## config.mk

```make
export PLATFORM = sky130hd
export DESIGN_NAME = writeback_stage
export DESIGN_NICKNAME = d
export VERILOG_FILES = /design/src/rtl/writeback_stage.sv
export SDC_FILE = /design/constraint.sdc
export NUM_CORES = 1
export LEC_CHECK = 0
export ABC_CLOCK_PERIOD_IN_PS = 2350
export CORE_MARGIN = 4
export CORE_UTILIZATION = 43
export DETAILED_ROUTE_END_ITERATION = 12
export PLACE_DENSITY = 0.82
export SLEW_MARGIN = 10
export SYNTH_ARGS = -nofsm -noshare
export SYNTH_HDL_FRONTEND = slang
export SYNTH_SLANG_ARGS = --single-unit
```

## constraint.sdc

```tcl
create_clock -name clk -period 2.35 [get_ports clk]
set_clock_uncertainty 0.1 [all_clocks]
set_input_delay 0.235 -clock clk [delete_from_list [all_inputs] [get_ports clk]]
set_output_delay 0.235 -clock clk [all_outputs]
set_load 0.02 [all_outputs]
```

## src/rtl/writeback_stage.sv

```systemverilog
// Writeback stage: selects the ALU, PC-link or load result, waits for late load data, and drives the register-file write port and NZP.
// Optional macro WB_BYPASS_EN adds combinational forwarding outputs (fwd_valid/fwd_dest/fwd_data).
module writeback_stage #(
  parameter int DATA_W = 16,
  parameter int ADDR_W = 3
) (
  input  logic              clk,
  input  logic              reset,
  input  logic              in_valid,
  output logic              in_ready,
  input  logic [1:0]        in_src,
  input  logic [ADDR_W-1:0] in_dest,
  input  logic              in_wen,
  input  logic              in_setcc,
  input  logic              in_byte,
  input  logic              in_addr_lsb,
  input  logic [DATA_W-1:0] alu_result,
  input  logic [DATA_W-1:0] pc_link,
  input  logic [DATA_W-1:0] mem_data,
  input  logic              mem_valid,
  output logic              rf_write,
  output logic [ADDR_W-1:0] rf_writeAdd,
  output logic [DATA_W-1:0] rf_data,
  output logic [2:0]        nzp,
  output logic              mem_err
`ifdef WB_BYPASS_EN
  ,
  output logic              fwd_valid,
  output logic [ADDR_W-1:0] fwd_dest,
  output logic [DATA_W-1:0] fwd_data
`endif
);

  // state    | meaning
  // IDLE     | accepting ops; ALU/PC ops commit on the accept edge
  // WAIT_MEM | load accepted, holding its control until mem_valid arrives
  localparam logic [0:0] IDLE     = 1'b0;
  localparam logic [0:0] WAIT_MEM = 1'b1;

  localparam logic [1:0] SRC_PC  = 2'd1;
  localparam logic [1:0] SRC_MEM = 2'd2;

  logic [0:0]        state;
  logic [ADDR_W-1:0] lat_dest;
  logic              lat_wen;
  logic              lat_setcc;
  logic              lat_byte;
  logic              lat_lsb;

  logic              accept;
  logic              accept_mem;
  logic              commit_en;
  logic              commit_wen;
  logic              commit_setcc;
  logic [ADDR_W-1:0] commit_dest;
  logic [DATA_W-1:0] commit_data;

  function automatic logic [DATA_W-1:0] fmt_load(input logic [DATA_W-1:0] d,
                                                 input logic              byte_ld,
                                                 input logic              lsb);
    logic [7:0] b;
    b = lsb ? d[15:8] : d[7:0];
    return byte_ld ? {{(DATA_W-8){b[7]}}, b} : d;
  endfunction

  function automatic logic [2:0] cc_of(input logic [DATA_W-1:0] d);
    if (d[DATA_W-1])  return 3'b100;
    else if (d == '0) return 3'b010;
    else              return 3'b001;
  endfunction

  assign in_ready   = (state == IDLE);
  assign accept     = in_valid & in_ready;
  assign accept_mem = accept & (in_src == SRC_MEM);

  // One place describes "what commits on the next edge"; the registers and the bypass both use it.
  always_comb begin
    commit_en    = 1'b0;
    commit_wen   = 1'b0;
    commit_setcc = 1'b0;
    commit_dest  = '0;
    commit_data  = '0;
    if (state == IDLE) begin
      commit_en    = accept & ~accept_mem;
      commit_wen   = in_wen;
      commit_setcc = in_setcc;
      commit_dest  = in_dest;
      commit_data  = (in_src == SRC_PC) ? pc_link : alu_result;
    end else begin
      commit_en    = mem_valid;
      commit_wen   = lat_wen;
      commit_setcc = lat_setcc;
      commit_dest  = lat_dest;
      commit_data  = fmt_load(mem_data, lat_byte, lat_lsb);
    end
  end

  always_ff @(posedge clk or posedge reset) begin
    if (reset) begin
      state       <= IDLE;
      lat_dest    <= '0;
      lat_wen     <= 1'b0;
      lat_setcc   <= 1'b0;
      lat_byte    <= 1'b0;
      lat_lsb     <= 1'b0;
      rf_write    <= 1'b0;
      rf_writeAdd <= '0;
      rf_data     <= '0;
      nzp         <= 3'b010;
      mem_err     <= 1'b0;
    end else begin
      rf_write <= 1'b0;
      if (state == IDLE && mem_valid) mem_err <= 1'b1;

      if (accept_mem) begin
        lat_dest  <= in_dest;
        lat_wen   <= in_wen;
        lat_setcc <= in_setcc;
        lat_byte  <= in_byte;
        lat_lsb   <= in_addr_lsb;
        state     <= WAIT_MEM;
      end else if (state == WAIT_MEM && mem_valid) begin
        state <= IDLE;
      end

      if (commit_en) begin
        rf_write    <= commit_wen;
        rf_writeAdd <= commit_dest;
        rf_data     <= commit_data;
        if (commit_setcc) nzp <= cc_of(commit_data);
      end
    end
  end

`ifdef WB_BYPASS_EN
  assign fwd_valid = commit_en & commit_wen;
  assign fwd_dest  = commit_dest;
  assign fwd_data  = commit_data;
`endif

endmodule

```

Word level (Yosys, flattened, before mapping):

Cells that the tools add are included.

* register bits: 32
* output and inout port bits: 25

* muxes and demuxes: 13
* bitwise gates (word level): 5
* reductions and logical operators: 5
* eq/ne operators: 2

Operators by type and width (number)
* two-way mux 16 bit: 3
* logical NOT 16 bit: 1
* two-way mux 8 bit: 1
* two-way mux 1 bit: 6
* two-way mux 3 bit: 2
* bitwise AND 1 bit: 3
* == test 2 x 1 -> 1 bit, second input constant: 1
* == test 2 bit, second input constant: 1
* logical AND 1 bit: 2
* two-way mux 2 bit: 1
* NOT 1 bit: 2
* AND reduction 2 bit: 1
* nonzero test 2 bit: 1

Logic depth before layout (Yosys ltp):

Gate-level depths: netlist (run 1).

* depth in word-level cells: 7
* mapped depth: 8
* gate-level depth less buffers: 5

Worst setup path after synthesis (run 1):

Ideal clock, no wire load.

* path type: reg2reg
* start: register state
* end: register nzp[0]
* required time: 2126 ps
* period minus slack after synthesis: 1936 ps
* slack: 414 ps
* stages on the path, launching flop included: 7
* arrival time: 1712 ps
* path buffers: 1
* cell sequence: dfrtp_1 > buf_6 > or4b_1 > o311ai_0 > a41o_1 > o2111ai_1 > o31a_1

* word-level cells in the longest chain between the ends: 7
* elaborated cells on any way between the ends: 12
* classes of those cells: mux (5); bitwise (5); reduce/logical (2)

RTL lines
* from (decl): RTL line 43 `logic [0:0] state;`
* from (signal assigned): RTL line 100 `state <= IDLE;`
* from (signal assigned): RTL line 121 `state <= WAIT_MEM;`
* from (signal assigned): RTL line 123 `state <= IDLE;`
* NOT 1 bit: RTL line 72 `assign in_ready = (state == IDLE);`
* bitwise AND 1 bit: RTL line 73 `assign accept = in_valid & in_ready;`
* bitwise AND 1 bit: RTL line 74 `assign accept_mem = accept & (in_src == SRC_MEM);`
* NOT 1 bit: RTL line 84 `commit_en = accept & ~accept_mem;`
* bitwise AND 1 bit: RTL line 84
* two-way mux 1 bit: RTL line 83 `if (state == IDLE) begin`
* AND reduction 2 bit (no line)
* to (signal assigned): RTL line 130 `if (commit_setcc) nzp <= cc_of(commit_data);`
* to (decl): RTL line 24 `output logic [2:0] nzp,`

Several ways; a longest one is shown, not always the timed one.
A chain may end at the register's enable or synchronous reset.

Worst setup path in the final report (run 1):

* start: input in_src[0]
* end: register nzp[0]

* word-level cells in the longest chain between the ends: 6
* elaborated cells on any way between the ends: 12
* classes of those cells: eq/ne (2); mux (5); bitwise (3); reduce/logical (2)

RTL lines
* from (decl): RTL line 11 `input logic [1:0] in_src,`
* == test 2 x 1 -> 1 bit or == test 2 bit (tied branches): RTL line 88, 74
* two-way mux 16 bit or bitwise AND 1 bit (tied branches): RTL line 88, 74
* two-way mux 16 bit or NOT 1 bit (tied branches): RTL line 83, 84
* logical NOT 16 bit or bitwise AND 1 bit (tied branches): RTL line 68, 84
* two-way mux 2 bit or two-way mux 1 bit (tied branches): RTL line 68, 83
* two-way mux 3 bit or AND reduction 2 bit (tied branches)

Several ways; a longest one is shown, not always the timed one.

==> results.md, run 1 <==
* Hold buffers post-CTS at 0
* Leakage at about 1.3 nW
* Critical Path Max Stage Delay at approximately 0.53 ns
* Core ar. at between 4000 and 5000 um2
* Detailed-route via count at between 2000 and 2500
* Setup CP Type: input pin to flop
* Worst Max-Slew Pin Slew at between 0.4 and 0.5 ns
* Clk buf depth at 2
* GPL Wtd Cong at 0.9515
* Vias in the first global route at approximately 2100
* Post-CTS Repair Setup Buffers at 0
* Wire per inst at approximately 17 um
* Die height at 77.42 um
* Min cycle time layout at ~2.1 ns
* Initial DRC count at about 170
* Nets at 386
* First-pass GRT wire length at roughly 10000 um
* Hold WS at 0.2395 ns
* Worst setup EP type: flop
* Max-Cap Viols at 0
* Drt via density at 5.743
* DRC at 0
* CTS tree: done
* Synth Warn # at 0
* Crit path max fanout at 21
* Yosys cell types at around 50
* Later-pin clock latency in the skew report at between 0.2 and 0.3 ns
* Initial antenna violation count at 0
* Ys async rst share at 100.0%
* Crit path buffers/inverters at 2
* Resized cells post-CTS at 0
* Finish-stage setup viols at 0
* Row count at 24
* Relative slew slack at 72.32%
* Synthesized area per cell at ~8.8 um2
* Main synth FF type: dfrtp_1
* Synthesized net count at ~300
* GR Overflow Total at 0
* Commonest non-fill, non-tap cell in the layout: clkdlybuf4s50_1
* Yosys top cell area share at a little under two fifths
* Area leader, netlist: dfrtp_1
* Starting density of the core at between 40% and 50%
* Final worst path period share at roughly nine tenths
* WP data required at 2.43 ns
* Commonest non-fill, non-tap cells in the layout: 85 x clkdlybuf4s50_1, 53 x nand2_1, 31 x dfrtp_1
* Top cells by area, synth: dfrtp_1 37%, nand2_1 9.6%, mux2i_1 4.3%
* H-tree depth at 2
* Pwr dens at 647.3 nW/um2
* Crit path DAT at between 2 and 2.5 ns
* Final ANT Viol Nets at 0
* Layout cells sized above 1 at a little over a tenth
* DP HPWL at between 4000 and 5000 um
* Type of the tightest min-delay check: input pin to asynchronous set/reset pin
* Largest net degree at the start of global routing at 43
* Cells after Synth at 235
* Yosys reg bits at 32
* RSZ-0062 raised after global routing: false
* Worst path top cell family by delay: compound AO/OA/AOI/OAI gates
* Gr usage total at 21.29%
* Crit-path cells: clkdlybuf4s50_1 -> nor2b_2 -> buf_12 -> o311ai_0 -> a41o_1 -> o2111ai_1 -> o31a_1
* Worst VDD drop at a little under 0.0005 V
* Fin area at 3088 um2
* Die footprint at about 6000 um2
* Post-synthesis sequential area ratio at roughly 39%
* Ports at 86
* Total CTS buffers at 5
* Clk sinks at 32
* Max stage delay cell, worst path: clkdlybuf4s50_1
* Die width at 77.42 um
* Syn-to-layout area delta at 49.03%
* PortBufs at 85
* Final Max Tran Viols at 0
* Post-Syn Area at roughly 2100 um2
* FMAX at roughly 470 MHz
* Inserted Diodes at 0
* Setup crit start kind: input pin
* DR pass1 iterations at 4
* Placed cell areas at 2995 um2
* Final Hold Viols at 0
* Clock slew at reported path FFs at around 0.070 ns
* Total power at roughly 2 mW
* CTS root buffer: clkbuf_8
* Post-synth EDFFs at 0
* Status: finished, final reports clean
* Post-Route WL at between 6000 and 7000 um
[power by group]
part	internal [mW]	total [mW]	switching [mW]
Combinational	0.407	0.816	0.409
Clock	0.209	0.435	0.225
Sequential	0.669	0.748	0.0788
Total	1.29	2.00	0.713
[registers in the layout (all words and copies together), names as in the netlist]
register,cells
lat_byte,1
lat_dest,3
lat_lsb,1
lat_setcc,1
lat_wen,1
mem_err,1
nzp,3
rf_data,16
rf_write,1
rf_writeAdd,3
state,1
[cell type report]
cell class,count,area (um2)
flip-flops and latches,32,802.0
repair buffers,97,953.4
clock buffers,5,68.82
inverters,4,15.01
fillers,370,1416
well taps,52,65.06
clock inverters,3,23.77
multi-input cells,185,1160
[kinds of logic after synthesis]
| logic type | Yosys count | synth area share (%) |
|---|---|---|
| compound gates | 65 | 20.77 |
| simple gates | 103 | 25.79 |
| flops | 32 | 38.71 |
| buf+inv | 18 | 6.038 |
| mux | 17 | 8.696 |
[stage by stage]
stage | util, % | setup TNS, ns | setup WS (ns) | instances
global placement | 66.50 | 0 | 0.000002442 | 370
floorplan | - | 0 | 0.4143 | 235
CTS | 68.56 | 0 | 0.2516 | 378
global route | 68.56 | 0 | 0.1510 | 378
finish | 68.56 | 0 | 0.2262 | 378
detailed placement | 66.50 | -0.07122 | -0.06097 | 370
[layer usage]
layer  vias to the layer above  global-route usage [%]  wire length, um
met3                        12                   5.324              544
met4                         0                   6.228              115
met2                       106                   35.15             3041
li1                       1043                       -                -
met1                      1010                   27.74             2720
met5                         -                       0                0
[Yosys cell counts (2+ instances only)]
cell type,instances
buf_2,3
or3_1,2
mux2_1,7
and3_1,2
dfrtp_1,31
nand3_1,4
o31a_1,2
mux2i_1,9
nand2_1,53
buf_6,3
a21oi_1,10
nor4_1,8
and2b_2,2
o2111ai_1,2
a21o_1,2
or4b_1,4
nor3_1,5
o311ai_0,5
inv_1,3
or4_1,2
o21ai_1,11
nand2b_1,2
nor2_1,7
nor2b_1,2
or3b_1,3
clkbuf_1,6
a211oi_1,4
o21ai_0,15
o31ai_1,4
[tightest hold or removal path, cell delays in order]
cell and delay, ns:
clkdlybuf4s50_1 0.40, inv_1 0.05, buf_4 0.36
[worst paths after layout]
| check | startpoint | to | slack [ns] | depth (start not counted) |
|---|---|---|---|---|
| worst min register to register | mem_err | mem_err | 0.37 | 1 |
| min in group clk | mem_err | mem_err | 0.37 | 1 |
| worst max-delay path | in_src[0] | nzp[0] | 0.23 | 7 |
| worst min-delay path | reset | rf_writeAdd[1] | 0.24 | 3 |
| worst max register to register | state | nzp[0] | 0.31 | 5 |
| max in group asynchronous | reset | nzp[1] | 1.58 | 3 |
(Power assumes the default switching activity.)
==> run 2: changes to the inputs <==
ABC_CLOCK_PERIOD_IN_PS = default   (was 2350)
CORE_UTILIZATION = 46   (was 43)
PLACE_DENSITY = 0.87   (was 0.82)
clock period = 2.6 ns   (was 2.35 ns; I/O delays follow)
==> results.md, run 2 (same netlist as run 1, synthesis figures left out) <==
* Total power at 1.913 mW (was 1.999 mW)
* Clock Power Share at 26.4% (was 21.8%)
* Commonest non-fill, non-tap cell in the layout: clkdlybuf4s50_1 (unchanged)
* DP HPWL at 5056 um (was 4994 um)
* Worst setup EP type: output pin (was flop)
* Nets at 384 (was 386)
* Wire per inst at 17.40 um (was 16.99 um)
* Cell Int Power at 1.255 mW (was 1.286 mW)
* Clock slew at reported path FFs at 0.08 ns (was 0.07 ns)
* DR pass1 iterations at 5 (was 4)
* Leakage at 1.254 nW (was 1.253 nW)
* Worst VDD drop at 0.0004761 V (was 0.0004943 V)
* DRC at 0 (unchanged)
* Largest register FFs at 16 (unchanged)
* Ports at 86 (unchanged)
* Max-Cap Viols at 0 (unchanged)
* Biggest register: rf_data (unchanged)
* Inserted Diodes at 0 (unchanged)
* Hold buffers post-CTS at 0 (unchanged)
* CTS tree: done (unchanged)
* RSZ-0062 raised after global routing: false (unchanged)
* Detailed-route via count at 2172 (was 2171)
* First-pass GRT wire length at 10010 um (was 10250 um)
* Finish-stage setup viols at 0 (unchanged)
* Type of the tightest min-delay check: input pin to asynchronous set/reset pin (unchanged)
* Core ar. at 4354 um2 (was 4504 um2)
* Status: finished, final reports clean (unchanged)
* Min cycle time layout at between 2 and 2.5 ns
* Setup CP Type: flop to output pin (was input pin to flop)
* Starting density of the core at 47.59% (was 46.00%)
* Fin area at 3083 um2 (was 3088 um2)
* Die width at 75.12 um (was 77.42 um)
* WP data required at 2.24 ns (was 2.43 ns)
* FMAX at between 400 and 500 MHz
* Relative slew slack at 64.11% (was 72.32%)
* Reg power frac at 35.3% (was 37.4%)
* Placed cell areas at 2968 um2 (was 2995 um2)
* Largest net degree at the start of global routing at 43 (unchanged)
* Hold WS at 0.2423 ns (was 0.2395 ns)
* H-tree depth at 2 (unchanged)
* GR Overflow Total at 0 (unchanged)
* Crit path DAT at 1.90 ns (was 2.20 ns)
* Sw Pwr at 0.6590 mW (was 0.7133 mW)
* Final Hold Viols at 0 (unchanged)
* Final worst slack at 0.3395 ns (was 0.2262 ns)
* Die height at 75.12 um (was 77.42 um)
* CTS root buffer: clkbuf_8 (unchanged)
* Initial DRC count at 132 (was 172)
* Post-Route WL at 6541 um (was 6421 um)
* Initial antenna violation count at 0 (unchanged)
* PortBufs at 85 (unchanged)
* Post-CTS Repair Setup Buffers at 0 (unchanged)
* Clk sinks at 32 (unchanged)
* Layout cells sized above 1 at 9.877% (was 10.43%)
* Crit path max fanout at 14 (was 21)
* Gr usage total at 23.74% (was 21.29%)
* Later-pin clock latency in the skew report at 0.30 ns (was 0.29 ns)
* Setup crit start kind: flop (was input pin)
* Final Core Density at 70.80% (was 68.56%)
* Pwr dens at 620.7 nW/um2 (was 647.3 nW/um2)
* Commonest non-fill, non-tap cells in the layout: 85 x clkdlybuf4s50_1, 53 x nand2_1, 31 x dfrtp_1 (unchanged)
* Final Instance Count excl. Fillers at 376 (was 378)
* GPL Wtd Cong at 0.9214 (was 0.9515)
* Final Max Tran Viols at 0 (unchanged)
* Syn-to-layout area delta at 48.79% (was 49.03%)
* Placed instance count at 368 (was 370)
* Gate power share at 38.3% (was 40.8%)
* Final worst path period share at approximately 87%
* Setup TNS at 0 ns (unchanged)
* Total CTS buffers at 5 (unchanged)
* Clk buf depth at 2 (unchanged)
* Worst Max-Slew Pin Slew at 0.5378 ns (was 0.4126 ns)
* Drt via density at 5.777 (was 5.743)
* Vias in the first global route at 2119 (was 2129)
* Resized cells post-CTS at 0 (unchanged)
* Place WS at 0.1498 ns (was -0.06097 ns)
* Row count at 24 (unchanged)
* Switch share at 34.44% (was 35.69%)
* Die footprint at 5642 um2 (was 5993 um2)
* Final ANT Viol Nets at 0 (unchanged)
==> run 2: cell type report <==
| class | instances | area (um2) |
|---|---|---|
| clock buffer | 5 | 68.82 |
| clock inverter | 3 | 46.29 |
| sequential | 32 | 802.0 |
| fill | 334 | 1271 |
| multi-input combinational | 185 | 1160 |
| timing repair buffer | 95 | 925.9 |
| tap | 52 | 65.06 |
| inverter | 4 | 15.01 |
==> run 2: metal layers <==
| layer | vias up | wire length (um) | global-route usage (%) |
|---|---|---|---|
| li1 | 1040 | - | - |
| met1 | 1007 | 2627 | 28.34 |
| met2 | 105 | 3104 | 39.65 |
| met3 | 20 | 603 | 6.676 |
| met4 | 0 | 206 | 10.67 |
| met5 | - | 0 | 0 |
==> run 2: path summary, 6_finish.rpt <==
| path | from | end | slack [ns] | depth (start not counted) |
|---|---|---|---|---|
| worst max-delay path | state | in_ready | 0.34 | 4 |
| worst min-delay path | reset | rf_data[6] | 0.24 | 3 |
| worst max register to register | state | nzp[0] | 0.42 | 5 |
| worst min register to register | mem_err | mem_err | 0.37 | 1 |
| max in group asynchronous | reset | nzp[1] | 1.82 | 3 |
| min in group clk | mem_err | mem_err | 0.37 | 1 |
==> run 2: power groups by stage <==
stage	Clock [mW]	Combinational, mW	Sequential (mW)
detailed placement	0	0.734	0.682
global placement	0	0.724	0.677
floorplan	0	0.294	0.767
finish	0.505	0.733	0.675
global route	0.535	0.792	0.687
CTS	0.511	0.739	0.675
==> run 2: worst max-delay path, stage by stage, from the launching register on <==
cell             delay, ns
dfrtp_1               0.54
buf_4                 0.24
inv_1                 0.07
buf_4                 0.15
clkdlybuf4s50_1       0.61
